--- src/rtl/pipelined_ext_adder_pkg.sv ---
// Shared sizing helpers for the segmented extending adder: stage count and per-stage width.
package pipelined_ext_adder_pkg;

  localparam int STG_IDX_W = 8;
  typedef logic [STG_IDX_W-1:0] stg_idx_t;

  function automatic int num_stages(input int wa, input int seg);
    return (wa + seg - 1) / seg;
  endfunction

  // All segments are SEG wide except the top one, which takes whatever bits remain.
  function automatic int seg_width(input stg_idx_t k, input int wa, input int seg);
    int n;
    n = num_stages(wa, seg);
    return (int'(k) == n - 1) ? (wa - (n - 1) * seg) : seg;
  endfunction

endpackage

--- src/rtl/pipelined_ext_adder_if.sv ---
// Input/output handshake bundle of pipelined_ext_adder; b_signed exists only with PIPELINED_EXT_ADDER_SIGNED_EN.
interface pipelined_ext_adder_if #(
  parameter int WA    = 37,
  parameter int WB    = 23,
  parameter int TAG_W = 4
);
  logic             in_valid;
  logic             in_ready;
  logic [WA-1:0]    A;
  logic [WB-1:0]    B;
  logic [TAG_W-1:0] in_tag;
`ifdef PIPELINED_EXT_ADDER_SIGNED_EN
  logic             b_signed;
`endif
  logic             out_valid;
  logic             out_ready;
  logic [WA:0]      Sum;
  logic [TAG_W-1:0] out_tag;

  modport master (
`ifdef PIPELINED_EXT_ADDER_SIGNED_EN
    output b_signed,
`endif
    output in_valid, A, B, in_tag, out_ready,
    input  in_ready, out_valid, Sum, out_tag
  );

  modport slave (
`ifdef PIPELINED_EXT_ADDER_SIGNED_EN
    input  b_signed,
`endif
    input  in_valid, A, B, in_tag, out_ready,
    output in_ready, out_valid, Sum, out_tag
  );
endinterface

--- src/rtl/pipelined_ext_adder_segment.sv ---
// One carry segment: SW-bit add with carry-in, sum and carry-out registered under the pipeline enable.
module adder_segment #(
  parameter int SW = 8
) (
  input  logic          clk,
  input  logic          en,
  input  logic [SW-1:0] a,
  input  logic [SW-1:0] b,
  input  logic          cin,
  output logic [SW-1:0] sum_q,
  output logic          cout_q
);
  logic [SW-1:0] sum_d;
  logic          cout_d;

  always_comb begin
    {cout_d, sum_d} = {1'b0, a} + {1'b0, b} + {{SW{1'b0}}, cin};
  end

  always_ff @(posedge clk) begin
    if (en) begin
      sum_q  <= sum_d;
      cout_q <= cout_d;
    end
  end
endmodule

--- src/rtl/pipelined_ext_adder.sv ---
// Segmented pipelined A + ext(B) with valid/ready and a tag sideband.
// Optional PIPELINED_EXT_ADDER_SIGNED_EN adds b_signed to select sign- or zero-extension of B.
module pipelined_ext_adder
  import pipelined_ext_adder_pkg::*;
#(
  parameter int WA    = 37,
  parameter int WB    = 23,
  parameter int SEG   = 8,
  parameter int TAG_W = 4
) (
  input logic                   clk,
  input logic                   rst_n,
  pipelined_ext_adder_if.slave  bus
);
  localparam int NSTG = num_stages(WA, SEG);

  logic             en;
  logic [WA-1:0]    b_ext;
  logic [NSTG-1:0]  vld_d, vld_q;
  logic [TAG_W-1:0] tag_d [NSTG];
  logic [TAG_W-1:0] tag_q [NSTG];
  logic [NSTG-1:0]  cout;
  logic [WA-1:0]    sum_raw;

  // The whole pipe advances together; it only stalls when a result is waiting unaccepted.
  assign en           = !vld_q[NSTG-1] || bus.out_ready;
  assign bus.in_ready = en;

  always_comb begin
    b_ext          = '0;
    b_ext[WB-1:0]  = bus.B;
`ifdef PIPELINED_EXT_ADDER_SIGNED_EN
    for (int i = WB; i < WA; i++) b_ext[i] = bus.b_signed & bus.B[WB-1];
`endif
  end

  always_comb begin
    vld_d[0] = bus.in_valid;
    tag_d[0] = bus.in_tag;
    for (int k = 1; k < NSTG; k++) begin
      vld_d[k] = vld_q[k-1];
      tag_d[k] = tag_q[k-1];
    end
  end

  always_ff @(posedge clk or negedge rst_n) begin
    if (!rst_n)  vld_q <= '0;
    else if (en) vld_q <= vld_d;
  end

  always_ff @(posedge clk) begin
    if (en) tag_q <= tag_d;
  end

  for (genvar k = 0; k < NSTG; k++) begin : g_stg
    localparam int LO  = k * SEG;
    localparam int SW  = seg_width(stg_idx_t'(k), WA, SEG);
    localparam int DSK = NSTG - 1 - k;

    logic [SW-1:0] a_op, b_op, seg_sum;
    logic          cin;

    // Operand segment k waits k cycles so it meets the carry rippling up from below.
    if (k == 0) begin : g_direct
      assign a_op = bus.A[LO +: SW];
      assign b_op = b_ext[LO +: SW];
    end else begin : g_skew
      logic [2*SW-1:0] skew_d [k];
      logic [2*SW-1:0] skew_q [k];
      always_comb begin
        skew_d[0] = {bus.A[LO +: SW], b_ext[LO +: SW]};
        for (int j = 1; j < k; j++) skew_d[j] = skew_q[j-1];
      end
      always_ff @(posedge clk) begin
        if (en) skew_q <= skew_d;
      end
      assign {a_op, b_op} = skew_q[k-1];
    end

    if (k == 0) begin : g_cin0
      assign cin = 1'b0;
    end else begin : g_cinr
      assign cin = cout[k-1];
    end

    adder_segment #(.SW(SW)) u_seg (
      .clk    (clk),
      .en     (en),
      .a      (a_op),
      .b      (b_op),
      .cin    (cin),
      .sum_q  (seg_sum),
      .cout_q (cout[k])
    );

    // Lower result segments finish early and are held back to line up with the top one.
    if (DSK == 0) begin : g_nodsk
      assign sum_raw[LO +: SW] = seg_sum;
    end else begin : g_dsk
      logic [SW-1:0] dsk_d [DSK];
      logic [SW-1:0] dsk_q [DSK];
      always_comb begin
        dsk_d[0] = seg_sum;
        for (int j = 1; j < DSK; j++) dsk_d[j] = dsk_q[j-1];
      end
      always_ff @(posedge clk) begin
        if (en) dsk_q <= dsk_d;
      end
      assign sum_raw[LO +: SW] = dsk_q[DSK-1];
    end
  end

  // Datapath flops carry no reset, so outputs read as zero whenever no result is presented.
  assign bus.out_valid = vld_q[NSTG-1];
  assign bus.Sum       = vld_q[NSTG-1] ? {cout[NSTG-1], sum_raw} : '0;
  assign bus.out_tag   = vld_q[NSTG-1] ? tag_q[NSTG-1] : '0;

endmodule

--- src/flat_wrapper.sv ---
// flat-port wrapper written by rule: the top's interface ports become plain ports
module pipelined_ext_adder_flat import pipelined_ext_adder_pkg::*;
#(
  parameter int WA    = 37,
  parameter int WB    = 23,
  parameter int SEG   = 8,
  parameter int TAG_W = 4
)
  (clk, rst_n, bus_in_valid, bus_A, bus_B, bus_in_tag, bus_out_ready, bus_in_ready, bus_out_valid, bus_Sum, bus_out_tag);
  pipelined_ext_adder_if #(.WA(WA), .WB(WB), .TAG_W(TAG_W)) bus_i ();
  input logic clk;
  input logic rst_n;
  input wire logic [$bits(bus_i.in_valid)-1:0] bus_in_valid;
  input wire logic [$bits(bus_i.A)-1:0] bus_A;
  input wire logic [$bits(bus_i.B)-1:0] bus_B;
  input wire logic [$bits(bus_i.in_tag)-1:0] bus_in_tag;
  input wire logic [$bits(bus_i.out_ready)-1:0] bus_out_ready;
  output wire logic [$bits(bus_i.in_ready)-1:0] bus_in_ready;
  output wire logic [$bits(bus_i.out_valid)-1:0] bus_out_valid;
  output wire logic [$bits(bus_i.Sum)-1:0] bus_Sum;
  output wire logic [$bits(bus_i.out_tag)-1:0] bus_out_tag;
  assign bus_i.in_valid = bus_in_valid;
  assign bus_i.A = bus_A;
  assign bus_i.B = bus_B;
  assign bus_i.in_tag = bus_in_tag;
  assign bus_i.out_ready = bus_out_ready;
  assign bus_in_ready = bus_i.in_ready;
  assign bus_out_valid = bus_i.out_valid;
  assign bus_Sum = bus_i.Sum;
  assign bus_out_tag = bus_i.out_tag;
  pipelined_ext_adder #(.WA(WA), .WB(WB), .SEG(SEG), .TAG_W(TAG_W)) u_core (.clk(clk), .rst_n(rst_n), .bus(bus_i));
endmodule
--- config.mk ---
export PLATFORM = sky130hd
export DESIGN_NAME = pipelined_ext_adder_flat
export DESIGN_NICKNAME = d
export VERILOG_FILES = /design/src/rtl/pipelined_ext_adder_pkg.sv /design/src/rtl/pipelined_ext_adder_if.sv /design/src/rtl/pipelined_ext_adder_segment.sv /design/src/rtl/pipelined_ext_adder.sv /design/src/flat_wrapper.sv
export SDC_FILE = /design/constraint.sdc
export NUM_CORES = 1
export LEC_CHECK = 0
export ABC_AREA = 0
export BUFFER_PORTS_ARGS = -buffer_cell sky130_fd_sc_hd__buf_2
export CAP_MARGIN = 20
export CORE_MARGIN = 2
export CORE_UTILIZATION = 35
export CTS_BUF_LIST = sky130_fd_sc_hd__clkbuf_4
export CTS_CLUSTER_SIZE = 10
export DETAILED_ROUTE_END_ITERATION = 10
export GPL_TIMING_DRIVEN = 0
export PLACE_DENSITY = 0.56
export REMOVE_ABC_BUFFERS = 1
export SLEW_MARGIN = 20
export SYNTH_ARGS = -nofsm -noshare
export SYNTH_HDL_FRONTEND = slang
export SYNTH_SLANG_ARGS = --single-unit
export TNS_END_PERCENT = 5
--- constraint.sdc ---
create_clock -name clk -period 11.68 [get_ports clk]
set_input_delay 1.752 -clock clk [delete_from_list [all_inputs] [get_ports clk]]
set_output_delay 1.752 -clock clk [all_outputs]
set_load 0.005 [all_outputs]
# Word level (Yosys, flattened, before mapping)
# Index checks and enable logic that the tools add are counted.
# totals
reg_bits,237
inputBits,68
output_inout_bits,44
wordCells,47
# classes
add_sub_neg,7
n_mux,2
n_reduce_logical,2
# op_table
op,count
$mux W38,1
$add A8 B8 Y9,2
$add A9 B1 Y9,2
$add A8 B1 Y9,1
$add A8 B7 Y9,1
$add A5 B1 Y6,1
$mux W4,1
$logic_not A1 Y1,1
$logic_or A1 B1 Y1,1

# Depth between registers and ports, before layout
# depth
ltp_word,2
depth_mapped,8
ltp_nobuf,8

# By module
# Synthesis repeated with hierarchy kept, for this count alone.
# hier_totals
cells_unflattened,480
hier_area_um2,9021.2
# modules_own_cells
mod,n_inst,cells_per_inst,area_per_inst_um2,seq_area_each_um2
pipelined_ext_adder,1,249,6202.2,5830.6
adder_segment at u_core.g_stg[1].u_seg ...,2,49,601.8,270.3
adder_segment at u_core.g_stg[0].u_seg,1,52,634.4,270.3
adder_segment at u_core.g_stg[3].u_seg,1,51,601.8,270.3
adder_segment at u_core.g_stg[4].u_seg,1,30,379.1,180.2

# Worst setup path after synthesis
# OpenSTA, ideal clock, no wires.
# synth_path
path_kind,input to output
start,input port bus_out_ready
end,output port bus_in_ready
t_arrival_ns,8.307
required_time_ns,9.928
path_slack_ns,1.621
path_stages,2
path_buffers,1
cell_sequence,nand2b_1 > clkbuf_1
# synth_via
elab_chain_len,1
# synth_rtl
item,line,text
"start, declared",flat_wrapper.sv:17,input wire logic [$bits(bus_i.out_ready)-1:0] bus_out_ready;
$logic_or A1 B1 Y1,pipelined_ext_adder.sv:26,assign en = !vld_q[NSTG-1] || bus.out_ready;
"end, declared",flat_wrapper.sv:18,output wire logic [$bits(bus_i.in_ready)-1:0] bus_in_ready;
# No other way between the ends.

# Worst setup path in the final report
# Ends and elaborated chain as after synthesis.

==> results.sh <==
export IMPL_status="completed"
export IMPL_synth_seq_cells=237
export IMPL_postSynthCellCount=428
export IMPL_drtIter0Drc=158
export IMPL_grt_max_degree=63
export IMPL_end_kind="output port"
export IMPL_io_pins=112
export IMPL_timing_slew_headroom=0.561
export IMPL_worst_r2r_endpoint="u_core.g_stg[2].g_dsk.dsk_d[4]"
export IMPL_ys_seq_area_frac=0.832
export IMPL_synth_area_per_cell_um2=19.9
export IMPL_grt_total_usage=0.0935
export IMPL_max_vdd_ir_drop_uv=87.7
export IMPL_synth_most_common_cell="edfxtp_1"
export IMPL_critPathLaunchType="primary input"
export IMPL_async_flop_share=0.0211
export IMPL_cts_resized_gates=0
export IMPL_grt_pass1_wl_um=19500
export IMPL_reg2reg_depth=3
export IMPL_crit_path_end="bus_in_ready"
export IMPL_min_period_ns=4.69
export IMPL_path_max_fanout=62
export IMPL_wl_per_cell_um=12.1
export IMPL_die_w_um=160
export IMPL_postCtsSetupBuffers=0
export IMPL_crit_required_ns=9.93
export IMPL_hold_start="u_core.g_stg[4].g_skew.skew_d[6]"
export IMPL_yosysUniqueCellTypes=34
export IMPL_r2r_setup_slack_ns=9.47
export IMPL_clock_latency_ns=0.65
export IMPL_dpl_cell_count=862
export IMPL_place_gp_congestion=0.735
export IMPL_cts_sinks=237
export IMPL_fp_row_count=57
export IMPL_layoutNonFillerInstCount=965
export IMPL_dr_total_vias=4026
export IMPL_totalWireLength_um=11700
export IMPL_clockRootBuffer="clkbuf_4"
export IMPL_numCtsBuffers=60
export IMPL_start_util=0.354
export IMPL_cts_buffer_depth=3
export IMPL_drtPass1Iterations=4
export IMPL_tritoncts="done"
export IMPL_die_height_um=160
export IMPL_path_class="primary input to output port"
export IMPL_clk_pin_slew_ns=0.07
export IMPL_fmax_ghz=0.213
export IMPL_coreArea_um2=24100
export IMPL_ys_warn_count=0
export IMPL_design_area_um2=10300
export IMPL_reg2reg_from="u_core.vld_q[4]"
export IMPL_grt_overflow=0
export IMPL_p_per_area_nw_per_um2=244
export IMPL_period_share=0.401
export IMPL_hold_buffers=0
export IMPL_synth_area_leader_cell="edfxtp_1"
export IMPL_grt_pass1_vias=4160
export IMPL_multiInputGateArea_um2=1380
export IMPL_setup_violations=0
export IMPL_hpwl_um=7380
export IMPL_rsz0062_at_grt="false"
export IMPL_drc=0
export IMPL_tightestPinTransition_ns=0.658
export IMPL_hold_violations=0
export IMPL_seq_area_um2=7090
export IMPL_ant_nets=0
export IMPL_synthTopCellsByCount="edfxtp_1, and2_1, ha_1"
export IMPL_syn_area_um2=8520
export IMPL_synth_area_leaders="edfxtp_1, ha_1, and2_1"
export IMPL_antenna_found_initial=1
export IMPL_dpl_cell_area_um2=9570
export IMPL_synth_edff_count=232
export IMPL_leakage_nw=3.98
export IMPL_dieArea_um2=25600
export IMPL_fill_cells=2221
export IMPL_cap_violations=0
export IMPL_drive_gt1_frac=0.330
export IMPL_final_max_slew_viol_count=0
export IMPL_startpoint="bus_out_ready"
export IMPL_area_delta_synth_final_pct=20.9
export IMPL_cts_max_level=2
export IMPL_fin_nets=698
export IMPL_via_per_inst=4.17
export IMPL_portBuffers=111
export IMPL_hp_class="flop to flop"
export IMPL_synthFlopType="edfxtp_1"
export IMPL_clock_skew_ns=0.0505
export IMPL_synthDominantCellAreaShare=0.817
export IMPL_arrival_ns=2.94
==> registers in the layout (all words and copies together) (netlist names) <==
signal,count
u_core.g_stg.g_dsk.dsk_q,32
u_core.vld_q,5
u_core.g_stg.u_seg.sum_q,37
u_core.g_stg.g_dsk.dsk_d,48
u_core.g_stg.g_skew.skew_d,46
u_core.tag_d,16
u_core.g_stg.u_seg.cout_q,5
u_core.g_stg.g_skew.skew_q,16
u_core.g_stg.b_op,7
u_core.g_stg.a_op,21
u_core.tag_q,4
==> cells by family after synthesis <==
group / count (synthesis) / share of synthesized area
buffers and inverters: 16 / 0.00705
xor gates and xnor gates: 25 / 0.0257
muxes: 4 / 0.00528
DFF: 237 / 0.832
AOI/OAI and AO/OA: 33 / 0.0272
and+or+nand+nor: 83 / 0.0543
adders and majority gates: 30 / 0.0484
==> placed cells by master (no fill, tap or decap), types with 4 or more instances in the layout <==
| cell | netlist | routed |
|---|---|---|
| fa_1 | 5 | 5 |
| nor2_1 | 12 | 12 |
| inv_1 | 11 | 11 |
| a21o_1 | 4 | 4 |
| mux2_1 | 4 | 4 |
| buf_2 | 0 | 111 |
| edfxtp_1 | 232 | 232 |
| ha_1 | 25 | 25 |
| nand3_1 | 5 | 5 |
| clkinv_1 | 0 | 13 |
| nor3_1 | 4 | 4 |
| o21a_1 | 4 | 4 |
| xor2_1 | 6 | 6 |
| clkbuf_4 | 0 | 84 |
| nor2b_1 | 5 | 5 |
| dfrtp_1 | 5 | 4 |
| xnor2_1 | 19 | 19 |
| and2_1 | 42 | 42 |
| a21oi_1 | 6 | 6 |
| nand2_1 | 7 | 7 |
| a211oi_1 | 4 | 4 |
==> power breakdown <==
group	leakage, nW	switching, mW	internal (mW)
logic	1.15	0.233	0.198
registers	2.39	0.0907	1.33
clock network	0.437	0.301	0.352
==> worst max-delay path: stages <==
cell	delay, ns
buf_2	0.07
nand2b_4	0.54
buf_16	0.34
buf_2	0.18
==> how the worst min path moves through the flow <==
| stage | end | depth (start not counted) |
|---|---|---|
| global route | u_core.g_stg[4].a_op[1] | 0 |
| global placement | u_core.g_stg[0].g_dsk.dsk_d[1] | 0 |
| floorplan | u_core.g_stg[0].g_dsk.dsk_d[0] | 0 |
| finish | u_core.g_stg[4].a_op[1] | 0 |
| detailed placement | u_core.g_stg[0].g_dsk.dsk_d[16] | 0 |
| CTS | u_core.g_stg[4].a_op[1] | 0 |
==> layout make-up <==
cell class	instances	share of cell area
Antenna cell	1	0.000243
Clock buffer	84	0.0612
Clock inverter	18	0.00996
Inverter	11	0.00401
Multi-Input combinational cell	175	0.134
Sequential cell	237	0.688
Tap cell	324	0.0393
Timing Repair Buffer	115	0.0631
==> metal layers <==
layer / routed length (um) / GRT usage / vias to the layer above
met5: 0 / 0 / -
met4: 359 / 0.0569 / 0
met3: 848 / 0.0364 / 33
met2: 5630 / 0.146 / 128
met1: 4840 / 0.109 / 1864
li1: - / - / 2001
==> stage by stage <==
stage	setup slack (ns)	TNS (ns)	total power, mW	hold WS (ns)	util
floorplan	2.47	0	1.74	0.400	-
global placement	-0.202	-0.202	1.92	0.402	0.393
detailed placement	6.98	0	1.89	0.405	0.397
CTS	6.97	0	2.57	0.360	0.427
global route	6.88	0	2.69	0.380	0.427
finish	6.99	0	2.51	0.394	0.427
(Power assumes the default switching activity.)
